<file path="src/rtl/rvfi_commit_buffer_if.sv">
// Commit-side and consumer-side signals of rvfi_commit_buffer.
// Defining RVFI_CYCLE_STAMP_EN adds the out_cycle stamp.
interface rvfi_commit_buffer_if #(
   parameter int unsigned CHANNELS = 2,
   parameter int unsigned DEPTH    = 16,
   parameter int unsigned XLEN     = 32,
   parameter int unsigned ORDER_W  = 64
);
   localparam int unsigned CntW = $clog2(DEPTH) + 1;

   logic [CHANNELS-1:0]      in_valid;
   logic [CHANNELS*XLEN-1:0] in_pc_rdata;
   logic [CHANNELS*XLEN-1:0] in_pc_wdata;
   logic [CHANNELS*32-1:0]   in_inst;
   logic [CHANNELS-1:0]      in_trap;

   logic                     out_valid;
   logic                     out_ready;
   logic [ORDER_W-1:0]       out_order;
   logic [XLEN-1:0]          out_pc_rdata;
   logic [XLEN-1:0]          out_pc_wdata;
   logic [31:0]              out_inst;
   logic                     out_trap;

   logic [CntW-1:0]          count;
   logic                     halt;
   logic                     overflow;
   logic                     trap_seen;
`ifdef RVFI_CYCLE_STAMP_EN
   logic [ORDER_W-1:0]       out_cycle;
`endif

   modport master (
`ifdef RVFI_CYCLE_STAMP_EN
      input  out_cycle,
`endif
      output in_valid, in_pc_rdata, in_pc_wdata, in_inst, in_trap, out_ready,
      input  out_valid, out_order, out_pc_rdata, out_pc_wdata, out_inst, out_trap,
      input  count, halt, overflow, trap_seen
   );

   modport slave (
`ifdef RVFI_CYCLE_STAMP_EN
      output out_cycle,
`endif
      input  in_valid, in_pc_rdata, in_pc_wdata, in_inst, in_trap, out_ready,
      output out_valid, out_order, out_pc_rdata, out_pc_wdata, out_inst, out_trap,
      output count, halt, overflow, trap_seen
   );
endinterface

</file>
<file path="src/rtl/rvfi_commit_buffer.sv">
// Multi-channel RVFI commit buffer: orders up to CHANNELS retirements per cycle, detects the
// jump-to-self halt idiom and serialises records through a FIFO. Option: RVFI_CYCLE_STAMP_EN.
module rvfi_commit_buffer #(
   parameter int unsigned CHANNELS = 2,
   parameter int unsigned DEPTH    = 16,
   parameter int unsigned XLEN     = 32,
   parameter int unsigned ORDER_W  = 64
) (
   input logic                 clk,
   input logic                 rst,
   rvfi_commit_buffer_if.slave bus
);
   localparam int unsigned PtrW = $clog2(DEPTH);
   localparam int unsigned CntW = PtrW + 1;

   typedef enum logic [0:0] {StRun, StHalted} state_e;

   state_e             state_q, state_d;
   logic [PtrW-1:0]    wr_ptr_q, wr_ptr_d;
   logic [PtrW-1:0]    rd_ptr_q, rd_ptr_d;
   logic [CntW-1:0]    count_q, count_d;
   logic [ORDER_W-1:0] order_q, order_d;
   logic               overflow_q, overflow_d;
   logic               trap_seen_q, trap_seen_d;

   logic [ORDER_W-1:0] mem_order [DEPTH];
   logic [XLEN-1:0]    mem_pc_r  [DEPTH];
   logic [XLEN-1:0]    mem_pc_w  [DEPTH];
   logic [31:0]        mem_inst  [DEPTH];
   logic               mem_trap  [DEPTH];

   logic [CHANNELS-1:0] wr_en;
   logic [PtrW-1:0]     wr_addr  [CHANNELS];
   logic [ORDER_W-1:0]  wr_order [CHANNELS];
   logic [CntW-1:0]     free;
   logic [CntW-1:0]     n_push;
   logic [ORDER_W-1:0]  n_seen;
   logic                stop;
   logic                pop;

   always_comb begin
      state_d     = state_q;
      overflow_d  = overflow_q;
      trap_seen_d = trap_seen_q;
      wr_en       = '0;
      free        = CntW'(DEPTH) - count_q;
      n_push      = '0;
      n_seen      = '0;
      stop        = (state_q != StRun);
      for (int i = 0; i < CHANNELS; i++) begin
         wr_addr[i]  = wr_ptr_q + n_push[PtrW-1:0];
         wr_order[i] = order_q + n_seen;
         if (bus.in_valid[i] && !stop) begin
            // Order advances for every accepted-or-dropped channel so drops leave visible gaps.
            n_seen = n_seen + ORDER_W'(1);
            if (n_push < free) begin
               wr_en[i] = 1'b1;
               n_push   = n_push + CntW'(1);
               if (bus.in_trap[i]) trap_seen_d = 1'b1;
            end else begin
               overflow_d = 1'b1;
            end
            if ((bus.in_pc_rdata[i*XLEN +: XLEN] == bus.in_pc_wdata[i*XLEN +: XLEN]) &&
                !bus.in_trap[i]) begin
               stop    = 1'b1;
               state_d = StHalted;
            end
         end
      end
      pop      = (count_q != '0) && bus.out_ready;
      order_d  = order_q + n_seen;
      wr_ptr_d = wr_ptr_q + n_push[PtrW-1:0];
      rd_ptr_d = rd_ptr_q + PtrW'(pop);
      count_d  = count_q + n_push - CntW'(pop);
   end

   always_ff @(posedge clk or negedge rst) begin
      if (!rst) begin
         state_q     <= StRun;
         wr_ptr_q    <= '0;
         rd_ptr_q    <= '0;
         count_q     <= '0;
         order_q     <= '0;
         overflow_q  <= 1'b0;
         trap_seen_q <= 1'b0;
      end else begin
         state_q     <= state_d;
         wr_ptr_q    <= wr_ptr_d;
         rd_ptr_q    <= rd_ptr_d;
         count_q     <= count_d;
         order_q     <= order_d;
         overflow_q  <= overflow_d;
         trap_seen_q <= trap_seen_d;
      end
   end

   always_ff @(posedge clk) begin
      for (int i = 0; i < CHANNELS; i++) begin
         if (wr_en[i]) begin
            mem_order[wr_addr[i]] <= wr_order[i];
            mem_pc_r[wr_addr[i]]  <= bus.in_pc_rdata[i*XLEN +: XLEN];
            mem_pc_w[wr_addr[i]]  <= bus.in_pc_wdata[i*XLEN +: XLEN];
            mem_inst[wr_addr[i]]  <= bus.in_inst[i*32 +: 32];
            mem_trap[wr_addr[i]]  <= bus.in_trap[i];
         end
      end
   end

`ifdef RVFI_CYCLE_STAMP_EN
   logic [ORDER_W-1:0] cycle_q, cycle_d;
   logic [ORDER_W-1:0] mem_cycle [DEPTH];

   always_comb begin
      cycle_d = (state_q == StRun) ? cycle_q + ORDER_W'(1) : cycle_q;
   end

   always_ff @(posedge clk or negedge rst) begin
      if (!rst) begin
         cycle_q <= '0;
      end else begin
         cycle_q <= cycle_d;
      end
   end

   always_ff @(posedge clk) begin
      for (int i = 0; i < CHANNELS; i++) begin
         if (wr_en[i]) mem_cycle[wr_addr[i]] <= cycle_q;
      end
   end

   assign bus.out_cycle = mem_cycle[rd_ptr_q];
`endif

   assign bus.out_valid    = (count_q != '0);
   assign bus.out_order    = mem_order[rd_ptr_q];
   assign bus.out_pc_rdata = mem_pc_r[rd_ptr_q];
   assign bus.out_pc_wdata = mem_pc_w[rd_ptr_q];
   assign bus.out_inst     = mem_inst[rd_ptr_q];
   assign bus.out_trap     = mem_trap[rd_ptr_q];
   assign bus.count        = count_q;
   assign bus.halt         = (state_q == StHalted);
   assign bus.overflow     = overflow_q;
   assign bus.trap_seen    = trap_seen_q;
endmodule

</file>
<file path="src/flat_wrapper.sv">
// flat-port wrapper written by rule: the top's interface ports become plain ports
module rvfi_commit_buffer_flat 
#(
   parameter int unsigned CHANNELS = 2,
   parameter int unsigned DEPTH    = 16,
   parameter int unsigned XLEN     = 32,
   parameter int unsigned ORDER_W  = 64
)
  (clk, rst, bus_in_valid, bus_in_pc_rdata, bus_in_pc_wdata, bus_in_inst, bus_in_trap, bus_out_ready, bus_out_valid, bus_out_order, bus_out_pc_rdata, bus_out_pc_wdata, bus_out_inst, bus_out_trap, bus_count, bus_halt, bus_overflow, bus_trap_seen);
  rvfi_commit_buffer_if #(.CHANNELS(CHANNELS), .DEPTH(DEPTH), .XLEN(XLEN), .ORDER_W(ORDER_W)) bus_i ();
  input logic clk;
  input logic rst;
  input wire logic [$bits(bus_i.in_valid)-1:0] bus_in_valid;
  input wire logic [$bits(bus_i.in_pc_rdata)-1:0] bus_in_pc_rdata;
  input wire logic [$bits(bus_i.in_pc_wdata)-1:0] bus_in_pc_wdata;
  input wire logic [$bits(bus_i.in_inst)-1:0] bus_in_inst;
  input wire logic [$bits(bus_i.in_trap)-1:0] bus_in_trap;
  input wire logic [$bits(bus_i.out_ready)-1:0] bus_out_ready;
  output wire logic [$bits(bus_i.out_valid)-1:0] bus_out_valid;
  output wire logic [$bits(bus_i.out_order)-1:0] bus_out_order;
  output wire logic [$bits(bus_i.out_pc_rdata)-1:0] bus_out_pc_rdata;
  output wire logic [$bits(bus_i.out_pc_wdata)-1:0] bus_out_pc_wdata;
  output wire logic [$bits(bus_i.out_inst)-1:0] bus_out_inst;
  output wire logic [$bits(bus_i.out_trap)-1:0] bus_out_trap;
  output wire logic [$bits(bus_i.count)-1:0] bus_count;
  output wire logic [$bits(bus_i.halt)-1:0] bus_halt;
  output wire logic [$bits(bus_i.overflow)-1:0] bus_overflow;
  output wire logic [$bits(bus_i.trap_seen)-1:0] bus_trap_seen;
  assign bus_i.in_valid = bus_in_valid;
  assign bus_i.in_pc_rdata = bus_in_pc_rdata;
  assign bus_i.in_pc_wdata = bus_in_pc_wdata;
  assign bus_i.in_inst = bus_in_inst;
  assign bus_i.in_trap = bus_in_trap;
  assign bus_i.out_ready = bus_out_ready;
  assign bus_out_valid = bus_i.out_valid;
  assign bus_out_order = bus_i.out_order;
  assign bus_out_pc_rdata = bus_i.out_pc_rdata;
  assign bus_out_pc_wdata = bus_i.out_pc_wdata;
  assign bus_out_inst = bus_i.out_inst;
  assign bus_out_trap = bus_i.out_trap;
  assign bus_count = bus_i.count;
  assign bus_halt = bus_i.halt;
  assign bus_overflow = bus_i.overflow;
  assign bus_trap_seen = bus_i.trap_seen;
  rvfi_commit_buffer #(.CHANNELS(CHANNELS), .DEPTH(DEPTH), .XLEN(XLEN), .ORDER_W(ORDER_W)) u_core (.clk(clk), .rst(rst), .bus(bus_i));
endmodule
</file>
<file path="config.mk">
export PLATFORM = sky130hd
export DESIGN_NAME = rvfi_commit_buffer_flat
export DESIGN_NICKNAME = d
export VERILOG_FILES = /design/src/rtl/rvfi_commit_buffer_if.sv /design/src/rtl/rvfi_commit_buffer.sv /design/src/flat_wrapper.sv
export SDC_FILE = /design/constraint.sdc
export NUM_CORES = 2
export LEC_CHECK = 0
export CAP_MARGIN = 20
export CORE_MARGIN = 8
export CORE_UTILIZATION = 25
export CTS_CLUSTER_DIAMETER = 60
export DETAILED_ROUTE_END_ITERATION = 12
export PLACE_DENSITY = 0.36
export RECOVER_POWER = 50
export SLEW_MARGIN = 20
export SYNTH_ARGS = -nofsm -noshare
export SYNTH_HDL_FRONTEND = slang
export SYNTH_SLANG_ARGS = --single-unit
</file>
<file path="constraint.sdc">
create_clock -name clk -period 28.9 [get_ports clk]
set_input_delay 4.335 -clock clk [delete_from_list [all_inputs] [get_ports clk]]
set_output_delay 4.335 -clock clk [all_outputs]
set_load 0.03 [all_outputs]
</file>
==> metrics.cfg <==
[min_path]
hold_end=u_core.bus.overflow
worstHoldPathType=register to register
min-delay-start=u_core.bus.overflow
min_path_cells=1

[synth]
synth-async-reset-ratio_pct=3.01
yosys-top-cells-area=edfxtp_1, mux2_2, mux4_2
yosys_warnings=0
synth_area_um2=139000
syn_avg_cell_area_um2=13.9
synth-main-ff-cell=edfxtp_1
syn_nets=10200
syn-instance-count=10000
synth_edf_count=2576
seq_area_frac_synth_pct=57.0
synth_largest_area_cell=edfxtp_1
ys_types=69
synth.top_cell.area_share_pct=55.6
synth_seq_cells=2656

[worst_setup_path]
crit_path_cell_trace=dlygate4sd3_1 > xor2_1 > nor4_1 > nand3_1 > clkbuf_1 > nand2_4 > clkbuf_1 > o21ai_4 > clkbuf_1 > buf_12
reg2reg_depth=18
path_buf_inv=5
path_common_cell=clkbuf_1
r2r_start=u_core.bus.count[3]
cp_max_fo=84
arrival_ns=20.28
critPathLaunchType=primary input
worst-setup-path-type=primary input to register
ff2ff_setup_slack_ns=13.32
crit_slowest_cell=clkbuf_1
critical_path.endpoint_type=register
r2r-end=u_core.mem_pc_r[11][3]
slowest_delay_ns=6.73
cp.required_ns=29.46
cp_top_family=buffers and inverters

[layout]
final_cell_mix=edfxtp_1, mux2_2, o21ai_0, xnor2_1, nand3_1
drive_gt1_share_pct=23.9
final_common_cell=edfxtp_1
area_delta_synth_final_pct=16.2
fillers=55800
fin_nets=10200
post-route-cell-area_um2=162000

[timing]
relSlewSlack_pct=-572
finalMaxSlewViolations=3432
finClkSkew_ns=0.0798
final-hold-violation-count=0
period_needed_ns=19.72
tns_ns=0
timing.fmax_mhz=50.7
setup_violations=0
worst_pin_slew_ns=10.08
period_share_pct=68.2
rsz0062_at_grt=false

[cts]
cts_sinks=2656
clk_path_buf_depth=4
cts_resized=0
numCtsBuffers=368
clk_latency_ns=0.99
cts.htree.levels=5
holdBufCountCts=0
cts_tree=yes
postCtsSetupBuffers=0
clockRootBuffer=clkbuf_16
clk_pin_slew_ns=0.06

[die]
die_area_um2=581000
initial_core_util_pct=25.0
core-area_um2=556000
row_count=274
ios=369
die_h_um=762
die_w_um=762

[drt]
detail_route.first_pass.iterations=6
vias=91300
postRouteAntennaNets=0
finalWirelength_um=607000
drt-vias-per-instance=5.15
drt_first_iter_violations=8856
wire_per_inst_um=34.3
drc_errors=0

[pwr]
leakage_nw=51.8
pwr_density_cell_nw_per_um2=106
irDropWorstVdd_uv=103

[run]
cap_violations=86

[global_route]
grt_pass1_wl_um=823000
grt_max_degree=165
track_usage_pct=20.1
antenna_found_initial=102
grt-ovfl-total=0
grt_pass1_vias=92800

[placement]
place.gp.congestion=0.769
port_buffers=368
dpl.hpwl_um=335000
place_area_um2=150000

[run_status]
violations=capacitance limit, slew limit
outcome=complete, but fails checks

## cell type report
type	instances	area (um^2)	share of cell area, %
diodes	26	65.1	0.0402
clock buffers	465	9700	6.00
clock inverters	201	2180	1.35
inverters	24	90.1	0.0557
multi-input cells	6218	55000	34.0
flip-flops and latches	2656	79400	49.1
well taps	7452	9320	5.77
repair buffers	676	6000	3.71
## worst max-delay path by stage
stage,endpoint,startpoint,slack (ns),cells after the start
4_1_cts,bus_out_pc_rdata[28],u_core.rd_ptr_q[0],16.91,9
5_1_grt,u_core.mem_pc_r[11][3],bus_in_pc_rdata[4],8.98,10
3_5_place_dp,u_core.mem_pc_r[4][30],bus_in_valid[0],17.11,13
6_report,u_core.mem_pc_r[11][3],bus_in_pc_rdata[4],9.18,10
2_1_floorplan,u_core.mem_inst[11][0],bus_in_valid[0],11.80,3
3_3_place_gp,u_core.mem_pc_w[10][7],bus_in_pc_wdata[24],17.02,12
## state kept, by name, summed over array words and instances (netlist names), 5 cells and up
signal,cells
u_core.mem_pc_r,512
u_core.mem_pc_w,512
u_core.order_q,64
u_core.bus.count,5
u_core.mem_inst,512
u_core.mem_order,1024
u_core.mem_trap,16
## cell families after synthesis
| group | synth area share, % |
|---|---|
| flops | 57.0 |
| mux | 22.8 |
| compound gates | 6.05 |
| simple gates | 4.98 |
| buf+inv | 3.62 |
| xor+xnor | 5.32 |
| fa+ha+maj | 0.239 |
## report_power, final
part           switching (mW)  total [mW]  internal (mW)
clock network            1.86        4.55           2.69
registers               0.292        5.60           5.31
logic                    4.83        7.05           2.22
## synthesized netlist by cell type (all sizes together) (80+ instances only)
library cell,instances
edfxtp,2576
a221oi,160
xnor2,562
xor2,281
buf,480
clkbuf,640
a22oi,159
nand2,244
dfrtp,80
nand3,508
nor3,264
nor2,162
mux2i,480
a21oi,432
mux2,1736
o21ai,684
mux4,326
## stage by stage
step	power [mW]	utilization [%]	setup WS [ns]	std cells	hold WS, ns
after floorplan	9.76	-	11.80	10000	0.473
after global placement	12.8	27.1	17.02	17000	0.524
after detailed placement	12.8	27.1	17.11	17000	0.530
after CTS	17.5	29.2	16.91	17700	0.542
after global routing	17.9	29.1	8.98	17700	0.558
final	17.2	29.1	9.18	17700	0.530
## per-layer routing
metal / GRT usage [%] / wire length, um
met4: 4.15 / 13400
met2: 34.0 / 292000
met1: 27.3 / 267000
met5: 0.0491 / 226
met3: 2.93 / 34400
(Power assumes the default switching activity.)
